$ cat config.mk
export PLATFORM = sky130hd
export DESIGN_NAME = keypad_entry
export DESIGN_NICKNAME = d
export VERILOG_FILES = /design/src/rtl/keypad_entry.sv
export SDC_FILE = /design/constraint.sdc
export NUM_CORES = 1
export LEC_CHECK = 0
export ABC_AREA = 0
export CORE_UTILIZATION = 51
export DETAILED_ROUTE_END_ITERATION = 10
export PLACE_DENSITY = 0.77
export SLEW_MARGIN = 10
export SYNTH_ARGS = -nofsm -noshare
export SYNTH_HDL_FRONTEND = slang
export SYNTH_SLANG_ARGS = --single-unit
$ cat constraint.sdc
create_clock -name CLK -period 5.4 [get_ports CLK]
set_clock_uncertainty 0.1 [all_clocks]
set_input_delay 1.08 -clock CLK [delete_from_list [all_inputs] [get_ports CLK]]
set_output_delay 1.08 -clock CLK [all_outputs]
set_load 0.02 [all_outputs]
$ cat src/rtl/keypad_entry.sv
// 4x3 key matrix scanner with per-scan debounce, decoding and decimal-to-binary
// digit entry. '*' clears the entry, '#' commits it to VALUE.
module keypad_entry #(
    parameter int SCAN_DIV       = 1000,
    parameter int DEBOUNCE_SCANS = 4,
    parameter int MAX_DIGITS     = 8
) (
    input  logic        CLK,
    input  logic        RST,
    input  logic [3:0]  KEY_ROW,
    output logic [2:0]  KEY_COL,
    output logic [3:0]  KEY_CODE,
    output logic        KEY_PULSE,
    output logic [31:0] ENTRY_VALUE,
    output logic        ENTRY_FULL,
    output logic [31:0] VALUE,
    output logic        VALID
);

    localparam int DIV_W = (SCAN_DIV > 1) ? $clog2(SCAN_DIV) : 1;
    localparam int DB_W  = $clog2(DEBOUNCE_SCANS + 1);

    localparam logic [3:0] CODE_NONE  = 4'hF;
    localparam logic [3:0] CODE_MULTI = 4'hE;
    localparam logic [3:0] CODE_STAR  = 4'd10;
    localparam logic [3:0] CODE_HASH  = 4'd11;

    typedef enum logic {RELEASED, PRESSED} state_t;

    state_t            state, state_nxt;
    logic [3:0]        row_p0, row_p1;
    logic [DIV_W-1:0]  dwell;
    logic [1:0]        col;
    logic [1:0]        acc_cnt;
    logic [3:0]        acc_code;
    logic [3:0]        prev_result;
    logic [DB_W-1:0]   stable_cnt, stable_nxt;
    logic [DB_W-1:0]   rel_cnt, rel_nxt;
    logic [3:0]        digit_cnt, digit_nxt;
    logic [31:0]       entry_nxt;
    logic              accept, commit;

    logic              sample, scan_done, result_is_key;
    logic [3:0]        low;
    logic [2:0]        low_n, low_sum;
    logic [1:0]        base_cnt, scan_cnt;
    logic [3:0]        base_code, scan_code, result;

    function automatic logic [3:0] key_map(input logic [1:0] r, input logic [1:0] c);
        logic [3:0] k;
        if (r == 2'd3) begin
            case (c)
                2'd0:    k = CODE_STAR;
                2'd1:    k = 4'd0;
                default: k = CODE_HASH;
            endcase
        end else begin
            k = {2'b00, r} * 4'd3 + {2'b00, c} + 4'd1;
        end
        return k;
    endfunction

    function automatic logic [2:0] ones4(input logic [3:0] v);
        return {2'b00, v[0]} + {2'b00, v[1]} + {2'b00, v[2]} + {2'b00, v[3]};
    endfunction

    function automatic logic [1:0] first_low(input logic [3:0] v);
        logic [1:0] idx;
        idx = 2'd0;
        for (int i = 3; i >= 0; i--) begin
            if (v[i]) idx = 2'(i);
        end
        return idx;
    endfunction

    assign KEY_COL = (col == 2'd0) ? 3'b110 : (col == 2'd1) ? 3'b101 : 3'b011;

    // Per-column contribution to the scan result; accumulation restarts at column 0.
    always_comb begin
        sample    = (dwell == DIV_W'(SCAN_DIV - 1));
        scan_done = sample && (col == 2'd2);
        low       = ~row_p1;
        low_n     = ones4(low);
        base_cnt  = (col == 2'd0) ? 2'd0 : acc_cnt;
        base_code = (col == 2'd0) ? CODE_NONE : acc_code;
        low_sum   = {1'b0, base_cnt} + low_n;
        scan_cnt  = (low_sum > 3'd1) ? 2'd2 : low_sum[1:0];
        scan_code = (base_cnt == 2'd0 && low_n == 3'd1) ? key_map(first_low(low), col) : base_code;
        result    = (scan_cnt == 2'd0) ? CODE_NONE :
                    (scan_cnt == 2'd1) ? scan_code : CODE_MULTI;
        result_is_key = (result < 4'd12);
    end

    always_comb begin
        state_nxt  = state;
        stable_nxt = stable_cnt;
        rel_nxt    = rel_cnt;
        accept     = 1'b0;
        if (scan_done) begin
            case (state)
                RELEASED: begin
                    if (result_is_key && result == prev_result)
                        stable_nxt = stable_cnt + DB_W'(1);
                    else
                        stable_nxt = result_is_key ? DB_W'(1) : '0;
                    if (stable_nxt == DB_W'(DEBOUNCE_SCANS)) begin
                        accept     = 1'b1;
                        state_nxt  = PRESSED;
                        stable_nxt = '0;
                    end
                end
                default: begin
                    rel_nxt = (result == CODE_NONE) ? rel_cnt + DB_W'(1) : '0;
                    if (rel_nxt == DB_W'(DEBOUNCE_SCANS)) begin
                        state_nxt = RELEASED;
                        rel_nxt   = '0;
                    end
                end
            endcase
        end
    end

    // x*10 + d as shift-add keeps the datapath free of a multiplier.
    always_comb begin
        entry_nxt = ENTRY_VALUE;
        digit_nxt = digit_cnt;
        commit    = 1'b0;
        if (accept) begin
            if (result <= 4'd9) begin
                if (digit_cnt < 4'(MAX_DIGITS)) begin
                    entry_nxt = (ENTRY_VALUE << 3) + (ENTRY_VALUE << 1) + {28'd0, result};
                    digit_nxt = digit_cnt + 4'd1;
                end
            end else if (result == CODE_STAR) begin
                entry_nxt = '0;
                digit_nxt = '0;
            end else if (result == CODE_HASH) begin
                commit    = 1'b1;
                entry_nxt = '0;
                digit_nxt = '0;
            end
        end
    end

    always_ff @(posedge CLK) begin
        if (RST) state <= RELEASED;
        else     state <= state_nxt;
    end

    always_ff @(posedge CLK) begin
        if (RST) begin
            row_p0      <= 4'hF;
            row_p1      <= 4'hF;
            dwell       <= '0;
            col         <= 2'd0;
            acc_cnt     <= 2'd0;
            acc_code    <= CODE_NONE;
            prev_result <= CODE_NONE;
            stable_cnt  <= '0;
            rel_cnt     <= '0;
            KEY_CODE    <= CODE_NONE;
            KEY_PULSE   <= 1'b0;
            ENTRY_VALUE <= '0;
            digit_cnt   <= '0;
            ENTRY_FULL  <= 1'b0;
            VALUE       <= '0;
            VALID       <= 1'b0;
        end else begin
            row_p0 <= KEY_ROW;
            row_p1 <= row_p0;
            if (sample) begin
                dwell    <= '0;
                col      <= (col == 2'd2) ? 2'd0 : col + 2'd1;
                acc_cnt  <= scan_cnt;
                acc_code <= scan_code;
            end else begin
                dwell <= dwell + DIV_W'(1);
            end
            if (scan_done) prev_result <= result;
            stable_cnt  <= stable_nxt;
            rel_cnt     <= rel_nxt;
            KEY_PULSE   <= accept;
            if (accept) KEY_CODE <= result;
            ENTRY_VALUE <= entry_nxt;
            digit_cnt   <= digit_nxt;
            ENTRY_FULL  <= (digit_nxt == 4'(MAX_DIGITS));
            VALID       <= commit;
            if (commit) VALUE <= ENTRY_VALUE;
        end
    end

endmodule

Word-level counts from Yosys, hierarchy flattened:

Index checks and enable logic that the tools add are counted.

* register bits after elaboration: 112
* input port bits: 6

* add/sub/neg operators: 13
* multipliers: 1
* order comparisons: 4
* equality and inequality tests: 14
* multiplexer cells: 40
* bitwise gates (word level): 2
* reduce and logical (&&, ||, !) cells: 11

Operators by type and width (count)
* two-way mux 32 bit: 4
* two-way mux 4 bit: 10
* adder 32 bit: 1
* adder 32 x 4 -> 32 bit: 1
* two-way mux 3 bit: 8
* equality test 4 bit, second input constant: 4
* two-way mux 2 bit: 7
* adder 10 x 1 -> 10 bit, second input constant: 1
* equality test 10 bit, second input constant: 1
* two-way mux 1 bit: 10
* adder 4 x 1 -> 4 bit, second input constant: 2
* < comparator 4 bit, second input constant: 2
* case mux 4 bit (2 select lines): 1
* adder 3 x 1 -> 3 bit, second input constant: 2
* equality test 3 bit, second input constant: 2
* zero test 2 bit: 3
* adder 4 x 2 -> 4 bit: 1
* equality test 2 x 1 -> 1 bit, second input constant: 2
* equality test 2 bit, second input constant: 2
* equality test 4 bit: 1
* <= comparator 4 bit, second input constant: 1
* multiplier 2 x 2 -> 4 bit, second input constant: 1
* NOT 4 bit: 1
* AND reduction 2 bit: 2
* other kinds (13): 15

Logic depth before layout (Yosys ltp):

* depth in word-level cells: 23
* depth in mapped cells: 23

Worst setup path before layout:

OpenSTA, ideal clock, no wires.

* path type: reg-to-reg
* from: register row_p1[0]
* to: register ENTRY_VALUE[22]
* library setup time: 87 ps
* arrival: 4977 ps
* required time: 5213 ps
* slack: 236 ps
* stages on the path, launching flop included: 22
* path buffers: 0
* cells stage by stage: dfxtp_1 inv_1 fa_1 ha_1 ha_1 inv_1 fa_1 xor2_1 nand3_1 a211oi_4 inv_1 fa_1 inv_1 fa_1 nor2b_1 o31ai_1 a211oi_1 nor2_1 o31ai_1 o41ai_1 xnor2_1 o31ai_1

* word-level cells in the longest chain between the ends: 20
* elaborated cells between the ends (all ways): 41

RTL lines
* start: declaration: line 31 `logic [3:0] row_p0, row_p1;`
* start signal: assignment: line 170 `row_p1 <= row_p0;`
* NOT 4 bit *: line 82 `low = ~row_p1;`
* branches (longest 8 deep; another with multiplier 2 x 2 -> 4 bit)
* two-way mux 4 bit *: line 89 `result = (scan_cnt == 2'd0) ? CODE_NONE :`
* via result[3]: line 47 `logic [3:0] base_code, scan_code, result;`
* < comparator 4 bit or equality test 4 bit (tied branches): line 91, 102
* two-way mux 1 bit or logical AND 1 bit (tied branches): line 105, 102
* two-way mux 3 bit: line 102 `if (result_is_key && result == prev_result)`
* two-way mux 3 bit: line 100 `case (state)`
* two-way mux 3 bit: line 99 `if (scan_done) begin`
* equality test 3 bit: line 106 `if (stable_nxt == DB_W'(DEBOUNCE_SCANS)) begin`
* two-way mux 1 bit: line 106
* two-way mux 1 bit: line 100
* two-way mux 1 bit: line 99
* AND reduction 3 bit (no line)
* end signal: assignment: line 184 `ENTRY_VALUE <= entry_nxt;`
* end: declaration: line 14 `output logic [31:0] ENTRY_VALUE,`

Mark *: on every way through the listed nets, which the timed path passes. The select of a mux whose other input is x is not followed.
A chain may end at the register's enable or synchronous reset.

Worst setup path in the final report:

* from: register row_p1[0]
* to: register ENTRY_VALUE[31]

The elaborated chain is that of the path after synthesis.

==> impl_metrics.yaml <==
outcome:
  outcome: "complete, no violations"
critical_path:
  slowest_stage: "fa_1"
  path_cells: "inv_1 > fa_1 > ha_1 > ha_1 > inv_1 > fa_1 > xor2_2 > nand3_2 > a211oi_4 > inv_1 > fa_1 > ha_1 > a211oi_1 > o21bai_1 > o211ai_1 > nand3_2 > a31o_2 > o22ai_1 > xnor2_1 > a22o_1"
  timing.rr.start: "row_p1[0]"
  r2r_cells: 20
  crit_family: "adder cells"
  max_stage_delay_ns: 0.47
  crit_start: "row_p1[0]"
  worst-endpoint-arrival_ns: 5.30
  worst_setup_path_start_kind: "flip-flop"
  cp_num_buf_inv: 3
  ff2ff_setup_slack_ns: 0.25
  r2r_end: "ENTRY_VALUE[31]"
  cp_max_fo: 5
  worstSetupEndpointType: "flip-flop"
  required_ns: 5.55
  path_class: "flip-flop to flip-flop"
synthesis:
  netlist_instances: 782
  synth_area_leaders: "dfxtp_1, ha_1, mux2i_1"
  synth_top_area_share: 0.326
  synth_compound_area_frac: 0.194
  synth_top_family_by_area: "simple AND/OR/NAND/NOR gates"
  synth-adder-area-share: 0.143
  ys.flop_type: "dfxtp_1"
  synth-edff-count: 0
  synth_cell_types: 73
  muxShareOfSynthArea: 0.0583
  yosysWarnings: 0
  syn_area_per_cell_um2: 8.79
  async_flop_share: 0
  synth_xor_xnor_area_share: 0.0446
  synth_common_cells: "dfxtp_1, nor2_1, ha_1"
  seq_area_frac_synth: 0.326
  synthSimpleGateAreaFrac: 0.196
  synth_top_area_cell: "dfxtp_1"
  syn_nets: 863
  netlist_area_um2: 6870
  synth.most_common_cell: "dfxtp_1"
  ys_ff_latch: 112
cts:
  clk_latency_ns: 0.36
  cts_hold_buf: 0
  cts-root-buf: "clkbuf_16"
  cts_max_level: 3
  clock_sinks: 112
  cts_tree: "done"
  clk_pin_slew_ns: 0.07
  clockBufferDepth: 2
  cts_buffers: 9
detailed_routing:
  top_layer: "met4"
  drt-pass1-iter-count: 5
  wl_per_cell_um: 14.8
  vias: 5890
  drc_errors: 0
  drtIter0Drc: 265
  dr_wl_met2_um: 6810
  m1WireLength_um: 7630
  met3_length_um: 696
  wirelength_um: 15300
  postRouteAntennaNets: 0
  via_per_inst: 5.66
floorplan:
  die_height_um: 118
  die_area_um2: 13900
  start_util: 0.521
  ios: 80
  core_area_um2: 13200
  row_count: 42
  die_w_um: 118
placement:
  gp_congestion: 0.871
  hpwl_um: 10900
  io_buffers: 79
  post_dp_cell_area_um2: 7840
  numPlacedInstances: 1021
sta:
  whs_ns: 0.308
  tns_ns: 0
  maxClockFrequency_ghz: 0.194
  final_max_slew_viol_count: 0
  post-route-min-period_ns: 5.15
  hold_viol_final: 0
  tightest_slew_ns: 1.07
  slew_headroom: 0.285
  fin_crit_sh: 0.954
  finalSetupViolCount: 0
final_layout:
  n_fill_cell: 1173
  top_regs: "ENTRY_VALUE (32), VALUE (32), dwell (10)"
  instances_no_fill: 1040
  nets: 940
  n_antenna_cell: 0
  syn_to_final_growth_pct: 19.4
  drive_above_1_share: 0.0822
  design_area_um2: 8210
pwr:
  leakage_nw: 3.58
  p_per_area_nw_per_um2: 196
  power_mw: 1.61
  peakVddDrop_uv: 126
global_route:
  grt_pass1_wl_um: 25700
  grt_max_degree: 106
  grt_util_all_layers: 0.223
  grt_pass1_vias: 5400
  antenna_found_initial: 0
  overflow: 0
min_path:
  hp-class: "flip-flop to flip-flop"
  hp-start: "row_p0[0]"
  whs_path_depth: 1
  min_to: "row_p1[0]"
run:
  cap_viol_max_count: 0
cell families (layout without fill, tap and decap cells):
logic type                 Yosys count  after routing
xor gates and xnor gates            35             35
DFF                                112            112
adders and majority gates           75             75
buffers and inverters               59            141
muxes                               40             40
and+or+nand+nor                    270            270
AOI/OAI and AO/OA                  191            191
report_power, final:
part	switching, mW	internal (mW)	leakage (nW)
sequential	0.00275	0.830	0.905
combinational	0.0859	0.0424	2.53
clock	0.300	0.349	0.145
total	0.388	1.22	3.58
placed cells by master (no fill, tap or decap), types with 19 or more instances in the layout:
master           instances
dfxtp_1                112
nor2_1                  95
clkdlybuf4s50_1         78
ha_1                    69
a21oi_1                 50
nand2_1                 40
mux2i_1                 40
inv_1                   33
nand3_1                 27
o21ai_0                 27
xnor2_1                 22
nor3_1                  19
metal layers:
metal  vias to the layer above  GRT usage
met5                         -          0
met4                         0     0.0745
met3                        15     0.0441
met2                       142      0.345
met1                      2744      0.309
li1                       2989          -
metrics by stage:
step | setup slack [ns] | util
2_1_floorplan | 0.236 | -
3_3_place_gp | 0.174 | 0.594
3_5_place_dp | 0.0505 | 0.594
4_1_cts | 0.0329 | 0.616
5_1_grt | -0.0667 | 0.622
6_report | 0.247 | 0.622
worst max path at each step:
stage | to | slack [ns] | cells after the start
after floorplan | ENTRY_VALUE[22] | 0.24 | 21
after global placement | ENTRY_VALUE[22] | 0.17 | 21
after detailed placement | ENTRY_VALUE[22] | 0.05 | 21
after CTS | ENTRY_VALUE[22] | 0.03 | 21
after global routing | ENTRY_VALUE[22] | -0.07 | 21
final | ENTRY_VALUE[31] | 0.25 | 20
final cells by class:
cell class	instances	area (um^2)	area share
clock buffer	13	270	0.0329
sequential	112	2240	0.273
timing repair buffer	92	898	0.109
tap	176	220	0.0268
multi-input combinational	611	4440	0.541
clock inverter	3	15.0	0.00183
inverter	33	124	0.0151
timing repair:
item | CTS | global route
endpoints found under the setup margin | 0 | 12
resized for setup | 0 | 12
setup buffers | 0 | 3
(Power assumes the default switching activity.)
